**src/rtl/sys_ctrl_tx_pkg.sv**
```systemverilog
// Shared definitions for the system-controller transmit stage: FSM state
// encoding, queue entry type tags and the queue entry width helper.
package sys_ctrl_tx_pkg;

   localparam logic [1:0] STATE_IDLE      = 2'd0;
   localparam logic [1:0] STATE_LOAD      = 2'd1;
   localparam logic [1:0] STATE_SEND      = 2'd2;
   localparam logic [1:0] STATE_WAIT_DONE = 2'd3;

   typedef enum logic [1:0] {
      IDLE      = STATE_IDLE,
      LOAD      = STATE_LOAD,
      SEND      = STATE_SEND,
      WAIT_DONE = STATE_WAIT_DONE
   } tx_state_t;

   localparam logic TYPE_RF  = 1'b0;
   localparam logic TYPE_ALU = 1'b1;

   // A queue entry is {type, payload zero-extended to 2*width}.
   function automatic int entry_width(input int width);
      return 1 + 2 * width;
   endfunction

endpackage

```
**src/rtl/sys_ctrl_tx_if.sv**
```systemverilog
// Bundle of request inputs and UART TX handshake signals around the
// transmit stage. The master view is the transmit stage itself; the slave
// view is the surrounding controller plus the UART transmitter.
interface sys_ctrl_tx_if #(
   parameter int WIDTH = 8
);

   logic                   UART_RF_SEND;
   logic [WIDTH-1:0]       UART_SEND_RF_DATA;
   logic                   UART_ALU_SEND;
   logic [2*WIDTH-1:0]     UART_SEND_ALU_DATA;
   logic                   UART_TX_BUSY;
   logic [WIDTH-1:0]       TX_P_DATA;
   logic                   TX_D_VLD;
   logic                   CTRL_TX_BUSY;
   logic                   TX_OVF;

   modport master (
      input  UART_RF_SEND,
      input  UART_SEND_RF_DATA,
      input  UART_ALU_SEND,
      input  UART_SEND_ALU_DATA,
      input  UART_TX_BUSY,
      output TX_P_DATA,
      output TX_D_VLD,
      output CTRL_TX_BUSY,
      output TX_OVF
   );

   modport slave (
      output UART_RF_SEND,
      output UART_SEND_RF_DATA,
      output UART_ALU_SEND,
      output UART_SEND_ALU_DATA,
      output UART_TX_BUSY,
      input  TX_P_DATA,
      input  TX_D_VLD,
      input  CTRL_TX_BUSY,
      input  TX_OVF
   );

endinterface

```
**src/rtl/sys_ctrl_tx_fifo.sv**
```systemverilog
// Request queue for the transmit stage. Two push ports (push0 has priority
// over push1) so that simultaneous RF and ALU captures can both be queued,
// one pop port, and a drop pulse whenever a push finds no free slot. DEPTH
// must be a power of two so the pointers wrap naturally.
module sys_ctrl_tx_fifo #(
   parameter int EW    = 17,
   parameter int DEPTH = 2
) (
   input  logic                         CLK,
   input  logic                         RST,
   input  logic                         push0,
   input  logic [EW-1:0]                push0_data,
   input  logic                         push1,
   input  logic [EW-1:0]                push1_data,
   input  logic                         pop,
   output logic [EW-1:0]                head,
   output logic                         empty,
   output logic [$clog2(DEPTH+1)-1:0]   count,
   output logic                         drop
);

   localparam int PW = (DEPTH > 1) ? $clog2(DEPTH) : 1;
   localparam int CW = $clog2(DEPTH + 1);

   logic [EW-1:0] mem [DEPTH];
   logic [PW-1:0] wr_ptr;
   logic [PW-1:0] rd_ptr;
   logic [CW-1:0] cnt;
   logic          pop_ok;
   logic          acc0;
   logic          acc1;
   int            free_slots;

   // Decide which pushes fit, counting a same-cycle pop as a freed slot.
   always_comb begin
      pop_ok     = pop && (cnt != '0);
      free_slots = DEPTH - int'(cnt) + (pop_ok ? 1 : 0);
      acc0       = push0 && (free_slots >= 1);
      acc1       = push1 && (free_slots >= (acc0 ? 2 : 1));
      drop       = (push0 && !acc0) || (push1 && !acc1);
   end

   // Storage writes; push1 lands behind push0 when both are accepted.
   always_ff @(posedge CLK) begin
      if (acc0) begin
         mem[wr_ptr] <= push0_data;
      end
      if (acc1) begin
         mem[acc0 ? (wr_ptr + PW'(1)) : wr_ptr] <= push1_data;
      end
   end

   // Pointer and occupancy bookkeeping.
   always_ff @(posedge CLK) begin
      if (RST) begin
         wr_ptr <= '0;
         rd_ptr <= '0;
         cnt    <= '0;
      end else begin
         wr_ptr <= wr_ptr + PW'(acc0) + PW'(acc1);
         rd_ptr <= rd_ptr + PW'(pop_ok);
         cnt    <= cnt + CW'(acc0) + CW'(acc1) - CW'(pop_ok);
      end
   end

   assign head  = mem[rd_ptr];
   assign empty = (cnt == '0);
   assign count = cnt;

endmodule

```
**src/rtl/sys_ctrl_tx.sv**
```systemverilog
// Transmit stage of the system controller. Captures one-cycle RF/ALU send
// requests (payload arrives one cycle after the request), queues them, and
// serialises each entry into bytes for the UART transmitter over a
// valid/busy handshake. ALU results go out low byte first.
module sys_ctrl_tx
   import sys_ctrl_tx_pkg::*;
#(
   parameter int WIDTH = 8,
   parameter int DEPTH = 2
) (
   input  logic           CLK,
   input  logic           RST,
   sys_ctrl_tx_if.master  bus
);

   localparam int EW = entry_width(WIDTH);
   localparam int CW = $clog2(DEPTH + 1);

   logic                 pend_rf;
   logic                 pend_alu;
   logic [EW-1:0]        rf_entry;
   logic [EW-1:0]        alu_entry;
   logic [EW-1:0]        fifo_head;
   logic                 fifo_empty;
   logic [CW-1:0]        fifo_count;
   logic                 fifo_drop;
   logic                 fifo_pop;

   tx_state_t            state;
   tx_state_t            state_n;
   logic [2*WIDTH-1:0]   shift_q;
   logic [2*WIDTH-1:0]   shift_n;
   logic [1:0]           cnt_q;
   logic [1:0]           cnt_n;
   logic [WIDTH-1:0]     txd_q;
   logic [WIDTH-1:0]     txd_n;
   logic                 vld_q;
   logic                 vld_n;
   logic                 ovf_q;
   logic                 ovf_n;
   logic                 busy_q;
   logic                 busy_n;

   // Remember which request types arrived so their payloads are taken next cycle.
   always_ff @(posedge CLK) begin
      if (RST) begin
         pend_rf  <= 1'b0;
         pend_alu <= 1'b0;
      end else begin
         pend_rf  <= bus.UART_RF_SEND;
         pend_alu <= bus.UART_ALU_SEND;
      end
   end

   assign rf_entry  = {TYPE_RF, {WIDTH{1'b0}}, bus.UART_SEND_RF_DATA};
   assign alu_entry = {TYPE_ALU, bus.UART_SEND_ALU_DATA};

   sys_ctrl_tx_fifo #(
      .EW    (EW),
      .DEPTH (DEPTH)
   ) u_fifo (
      .CLK        (CLK),
      .RST        (RST),
      .push0      (pend_rf),
      .push0_data (rf_entry),
      .push1      (pend_alu),
      .push1_data (alu_entry),
      .pop        (fifo_pop),
      .head       (fifo_head),
      .empty      (fifo_empty),
      .count      (fifo_count),
      .drop       (fifo_drop)
   );

   // Register the FSM state and every output so nothing reaches the pins combinationally.
   always_ff @(posedge CLK) begin
      if (RST) begin
         state   <= IDLE;
         shift_q <= '0;
         cnt_q   <= '0;
         txd_q   <= '0;
         vld_q   <= 1'b0;
         ovf_q   <= 1'b0;
         busy_q  <= 1'b0;
      end else begin
         state   <= state_n;
         shift_q <= shift_n;
         cnt_q   <= cnt_n;
         txd_q   <= txd_n;
         vld_q   <= vld_n;
         ovf_q   <= ovf_n;
         busy_q  <= busy_n;
      end
   end

   // Next-state logic: pop an entry, present each byte, and wait out the UART busy round trip.
   always_comb begin
      state_n  = state;
      shift_n  = shift_q;
      cnt_n    = cnt_q;
      txd_n    = txd_q;
      vld_n    = vld_q;
      fifo_pop = 1'b0;
      ovf_n    = ovf_q | fifo_drop;
      busy_n   = (state != IDLE) | (fifo_count != '0) | pend_rf | pend_alu;

      case (state)
         IDLE: begin
            if (!fifo_empty) begin
               fifo_pop = 1'b1;
               shift_n  = fifo_head[2*WIDTH-1:0];
               cnt_n    = (fifo_head[EW-1] == TYPE_ALU) ? 2'd2 : 2'd1;
               state_n  = LOAD;
            end
         end
         LOAD: begin
            txd_n   = shift_q[WIDTH-1:0];
            vld_n   = 1'b1;
            state_n = SEND;
         end
         SEND: begin
            if (bus.UART_TX_BUSY) begin
               vld_n   = 1'b0;
               cnt_n   = cnt_q - 2'd1;
               state_n = WAIT_DONE;
            end
         end
         WAIT_DONE: begin
            if (!bus.UART_TX_BUSY) begin
               if (cnt_q != 2'd0) begin
                  shift_n = shift_q >> WIDTH;
                  state_n = LOAD;
               end else begin
                  state_n = IDLE;
               end
            end
         end
         default: begin
            vld_n   = 1'b0;
            state_n = IDLE;
         end
      endcase
   end

   assign bus.TX_P_DATA    = txd_q;
   assign bus.TX_D_VLD     = vld_q;
   assign bus.CTRL_TX_BUSY = busy_q;
   assign bus.TX_OVF       = ovf_q;

endmodule

```
**src/flat_wrapper.sv**
```systemverilog
// flat-port wrapper written by rule: the top's interface ports become plain ports
module sys_ctrl_tx_flat import sys_ctrl_tx_pkg::*;
#(
   parameter int WIDTH = 8,
   parameter int DEPTH = 2
)
  (CLK, RST, bus_UART_RF_SEND, bus_UART_SEND_RF_DATA, bus_UART_ALU_SEND, bus_UART_SEND_ALU_DATA, bus_UART_TX_BUSY, bus_TX_P_DATA, bus_TX_D_VLD, bus_CTRL_TX_BUSY, bus_TX_OVF);
  sys_ctrl_tx_if #(.WIDTH(WIDTH)) bus_i ();
  input  logic CLK;
  input  logic RST;
  input wire logic [$bits(bus_i.UART_RF_SEND)-1:0] bus_UART_RF_SEND;
  input wire logic [$bits(bus_i.UART_SEND_RF_DATA)-1:0] bus_UART_SEND_RF_DATA;
  input wire logic [$bits(bus_i.UART_ALU_SEND)-1:0] bus_UART_ALU_SEND;
  input wire logic [$bits(bus_i.UART_SEND_ALU_DATA)-1:0] bus_UART_SEND_ALU_DATA;
  input wire logic [$bits(bus_i.UART_TX_BUSY)-1:0] bus_UART_TX_BUSY;
  output wire logic [$bits(bus_i.TX_P_DATA)-1:0] bus_TX_P_DATA;
  output wire logic [$bits(bus_i.TX_D_VLD)-1:0] bus_TX_D_VLD;
  output wire logic [$bits(bus_i.CTRL_TX_BUSY)-1:0] bus_CTRL_TX_BUSY;
  output wire logic [$bits(bus_i.TX_OVF)-1:0] bus_TX_OVF;
  assign bus_i.UART_RF_SEND = bus_UART_RF_SEND;
  assign bus_i.UART_SEND_RF_DATA = bus_UART_SEND_RF_DATA;
  assign bus_i.UART_ALU_SEND = bus_UART_ALU_SEND;
  assign bus_i.UART_SEND_ALU_DATA = bus_UART_SEND_ALU_DATA;
  assign bus_i.UART_TX_BUSY = bus_UART_TX_BUSY;
  assign bus_TX_P_DATA = bus_i.TX_P_DATA;
  assign bus_TX_D_VLD = bus_i.TX_D_VLD;
  assign bus_CTRL_TX_BUSY = bus_i.CTRL_TX_BUSY;
  assign bus_TX_OVF = bus_i.TX_OVF;
  sys_ctrl_tx #(.WIDTH(WIDTH), .DEPTH(DEPTH)) u_core (.CLK(CLK), .RST(RST), .bus(bus_i));
endmodule
```
**config.mk**
```make
export PLATFORM = sky130hd
export DESIGN_NAME = sys_ctrl_tx_flat
export DESIGN_NICKNAME = d
export VERILOG_FILES = /design/src/rtl/sys_ctrl_tx_pkg.sv /design/src/rtl/sys_ctrl_tx_if.sv /design/src/rtl/sys_ctrl_tx_fifo.sv /design/src/rtl/sys_ctrl_tx.sv /design/src/flat_wrapper.sv
export SDC_FILE = /design/constraint.sdc
export NUM_CORES = 1
export LEC_CHECK = 0
export CAP_MARGIN = 10
export CORE_MARGIN = 1.5
export CORE_UTILIZATION = 47
export DETAILED_ROUTE_END_ITERATION = 10
export PLACE_DENSITY = 0.79
export SLEW_MARGIN = 10
export SYNTH_ARGS = -nofsm -noshare
export SYNTH_HDL_FRONTEND = slang
export SYNTH_SLANG_ARGS = --single-unit
export TNS_END_PERCENT = 1
```
**constraint.sdc**
```tcl
create_clock -name CLK -period 3.7 [get_ports CLK]
set_input_delay 0.555 -clock CLK [delete_from_list [all_inputs] [get_ports CLK]]
set_output_delay 0.555 -clock CLK [all_outputs]
set_load 0.05 [all_outputs]
```
==> summary.txt <==
Status -> finished, final reports clean
# rows -> 31
Clk slew on worst S/H paths -> 0.08 ns
DR WL/cell -> 13.8 µm
Post-synthesis sequential area ratio -> 50.2%
Syn Inst Count -> 322
Ys async rst share -> 0%
Number of remaining DRC errors -> 0
Routed via count -> 2291
Placed Cells -> 451
Share of cells above drive strength 1 -> 14.1%
Startpoint Class -> register
First-pass GRT wire length -> 10.6 mm
H-tree depth -> 3
# diodes -> 0
Chip width -> 89.0 µm
Final setup viols -> 0
Crit path time final -> 3.52 ns
Area grow syn2layout -> 23.6%
Synth unique cells -> 39
Finished Layout Cells -> 469
Final WS setup -> 0.180 ns
Worst EP arrival -> 3.63 ns
Clk_lat worst skew -> 0.35 ns
Max Clk Rate -> 284 MHz
Yosys warns -> 0
Dpl hpwl -> 4.47 mm
GRT Total Usage -> 17.9%
Logic pwr share -> 45.4%
RSZ-0062 raised after global routing -> no
CTS root buffer -> clkbuf_8
Leading area contributor after synthesis -> edfxtp_1
Slew @ Worst Pin -> 1.10 ns
Pwr/cell area -> 851 nW/µm²
Worst slack, placed -> -0.0620 ns
Fin crit share -> 95.1%
Sequential share of power -> 35.4%
Synth Cell Area -> 3470 µm²
Layout Skew -> 0.00893 ns
Core ar. -> 7210 µm²
Synth Register Bits -> 71
Antenna Violating Nets Remaining -> 0
Mapped Nets -> 369
Initial Util -> 48.1%
GP Congestion -> 0.774
Initial DRC count -> 106
Worst min path class -> register to register
First-pass DRT Iterations -> 4
Critical path class -> register to register
Chip height -> 89.0 µm
Max Cap Viol -> 0
Top post-synthesis cells by area -> edfxtp_1 (28%), dfxtp_1 (22%), mux2i_1 (17%)
WL final -> 6.46 mm
CP Capture Type -> register
CP required -> 3.81 ns
Syn Area/Cell -> 10.8 µm²
Global route total overflow -> 0
Max FO, Critical Path -> 16
Relative slew slack -> 26.5%
EDFF count, synth -> 32
Sw frac -> 37.1%
Hold Fails Final Rpt -> 0
Clock sink total -> 71
Post-synth top area share -> 27.7%
Vias in the first global route -> 2297
Final Max Slew Viols -> 0
Vias per inst -> 4.88
NumNets Final -> 412
Antenna violations before repair -> 0
Top-Level Pins -> 40
TritonCTS clock tree -> done
I/O Buffers -> 39
Leak Pwr -> 1.68 nW
Fillers -> 610
Top FF cell, synth -> dfxtp_1
Die Area -> 7910 µm²
Clk pwr share -> 19.3%
Internal Power -> 2.30 mW
Clk buf depth -> 2
Total CTS buffers -> 9
Worst vdd ir -> 0.347 mV
Pwr Total -> 3.65 mW
Switching pwr -> 1.36 mW
Largest net degree at the start of global routing -> 40
-- placed cells by master (no fill, tap or decap), types with 5 or more instances in the layout --
| cell | Yosys | final |
|---|---|---|
| and2_1 | 8 | 8 |
| and2_2 | 8 | 8 |
| buf_4 | 0 | 5 |
| clkbuf_8 | 0 | 9 |
| clkdlybuf4s50_1 | 0 | 39 |
| dfxtp_1 | 39 | 37 |
| edfxtp_1 | 32 | 32 |
| ha_1 | 15 | 12 |
| inv_1 | 25 | 23 |
| mux2i_1 | 60 | 60 |
| nand2_1 | 31 | 28 |
| nor2_1 | 41 | 41 |
| nor2b_1 | 6 | 5 |
| o21ai_0 | 10 | 10 |
-- area by class of cell --
class / instances / area (µm²) / area share [%]
timing repair buffer: 47 / 488 / 11.4
tap: 99 / 124 / 2.89
inverter: 25 / 97.6 / 2.27
sequential: 71 / 1740 / 40.6
clock buffer: 9 / 124 / 2.89
multi-input combinational: 211 / 1610 / 37.6
clock inverter: 7 / 103 / 2.39
-- worst max-delay path, stage by stage, from the launching register on --
cell        delay (ns)
dfxtp_2           0.37
inv_1             0.10
ha_4              0.19
nor2b_4           0.14
ha_1              0.22
ha_2              0.35
nor3_1            0.05
o22ai_1           0.21
nand2_2           0.11
ha_1              0.30
and2b_2           0.22
o32ai_4           0.30
nand2_2           0.12
nand2_4           0.13
fa_2              0.23
clkinvlp_4        0.10
buf_12            0.16
-- what timing repair did --
item / in CTS / in global routing
setup endpoints to repair: 32 / 50
resized for setup: 5 / 4
hold buffers: 0 / 0
pin swaps: 1 / 1
buffers inserted: 1 / 1
-- state kept, by name, indices dropped and copies added (netlist names) --
| register | flops |
|---|---|
| u_core.bus.CTRL_TX_BUSY | 1 |
| u_core.bus.TX_OVF | 1 |
| u_core.u_fifo.wr_ptr | 1 |
| u_core.shift_q | 16 |
| u_core.bus.TX_P_DATA | 8 |
| u_core.u_fifo.mem | 34 |
| u_core.u_fifo.count | 2 |
| u_core.state | 2 |
| u_core.u_fifo.rd_ptr | 1 |
| u_core.bus.TX_D_VLD | 1 |
| u_core.cnt_q | 2 |
| u_core.pend_alu | 1 |
| u_core.pend_rf | 1 |
-- final timing paths --
check,end,slack (ns),cells past startpoint,start
worst max-delay path,u_core.u_fifo.mem[0][0]$_DFFE_PP_,0.18,16,u_core.state[1]$_SDFFE_PP0P_
worst max register to register,u_core.u_fifo.mem[0][0]$_DFFE_PP_,0.18,16,u_core.state[1]$_SDFFE_PP0P_
worst min register to register,u_core.u_fifo.mem[0][16]$_SDFFE_PP1P_,0.46,1,u_core.u_fifo.mem[0][16]$_SDFFE_PP1P_
worst min-delay path,u_core.u_fifo.mem[0][16]$_SDFFE_PP1P_,0.46,1,u_core.u_fifo.mem[0][16]$_SDFFE_PP1P_
-- per-layer routing --
| layer | track usage, % | wire (µm) |
|---|---|---|
| met2 | 30.0 | 3150 |
| met3 | 3.32 | 197 |
| met1 | 22.2 | 2980 |
| met5 | 0 | 0 |
| met4 | 9.09 | 132 |
-- power groups by stage --
stage	sequential, mW	combinational (mW)	clock, mW
2_1_floorplan	1.32	1.15	0
3_3_place_gp	1.29	1.50	0
3_5_place_dp	1.31	1.56	0
4_1_cts	1.29	1.62	0.713
5_1_grt	1.32	1.83	0.745
6_report	1.29	1.66	0.703
-- synth_stat cells (all sizes together) (3+ instances only) --
| library cell | n |
|---|---|
| inv | 25 |
| nand2 | 31 |
| clkbuf | 6 |
| dfxtp | 39 |
| and2 | 16 |
| nor2b | 6 |
| nor2 | 41 |
| a21oi | 3 |
| xnor2 | 3 |
| fa | 3 |
| a211oi | 3 |
| ha | 15 |
| edfxtp | 32 |
| mux2i | 60 |
| o21ai | 10 |
| buf | 9 |
-- metrics by stage --
stage	hold slack (ns)	area (µm²)	utilization, %	setup TNS, ns
floorplan	0.429	3500	-	0
global placement	0.438	4000	55.4	0
detailed placement	0.446	4000	55.4	-1.28
CTS	0.464	4260	59.0	0
global route	0.478	4290	59.5	0
finish	0.462	4290	59.5	0
-- cell families (layout without fill, tap and decap cells) --
kind of cell             after synthesis  after routing  synth area share [%]
AO/OA/AOI/OAI                         26             26                  5.66
XOR/XNOR                               4              4                  1.01
adder cells (fa/ha/maj)               18             18                  7.14
flip-flops                            71             71                  50.2
buffers and inverters                 40             88                  4.90
multiplexers                          60             60                  17.3
AND/OR/NAND/NOR                      103            103                  13.8
Power figures use the tool's default switching activity.
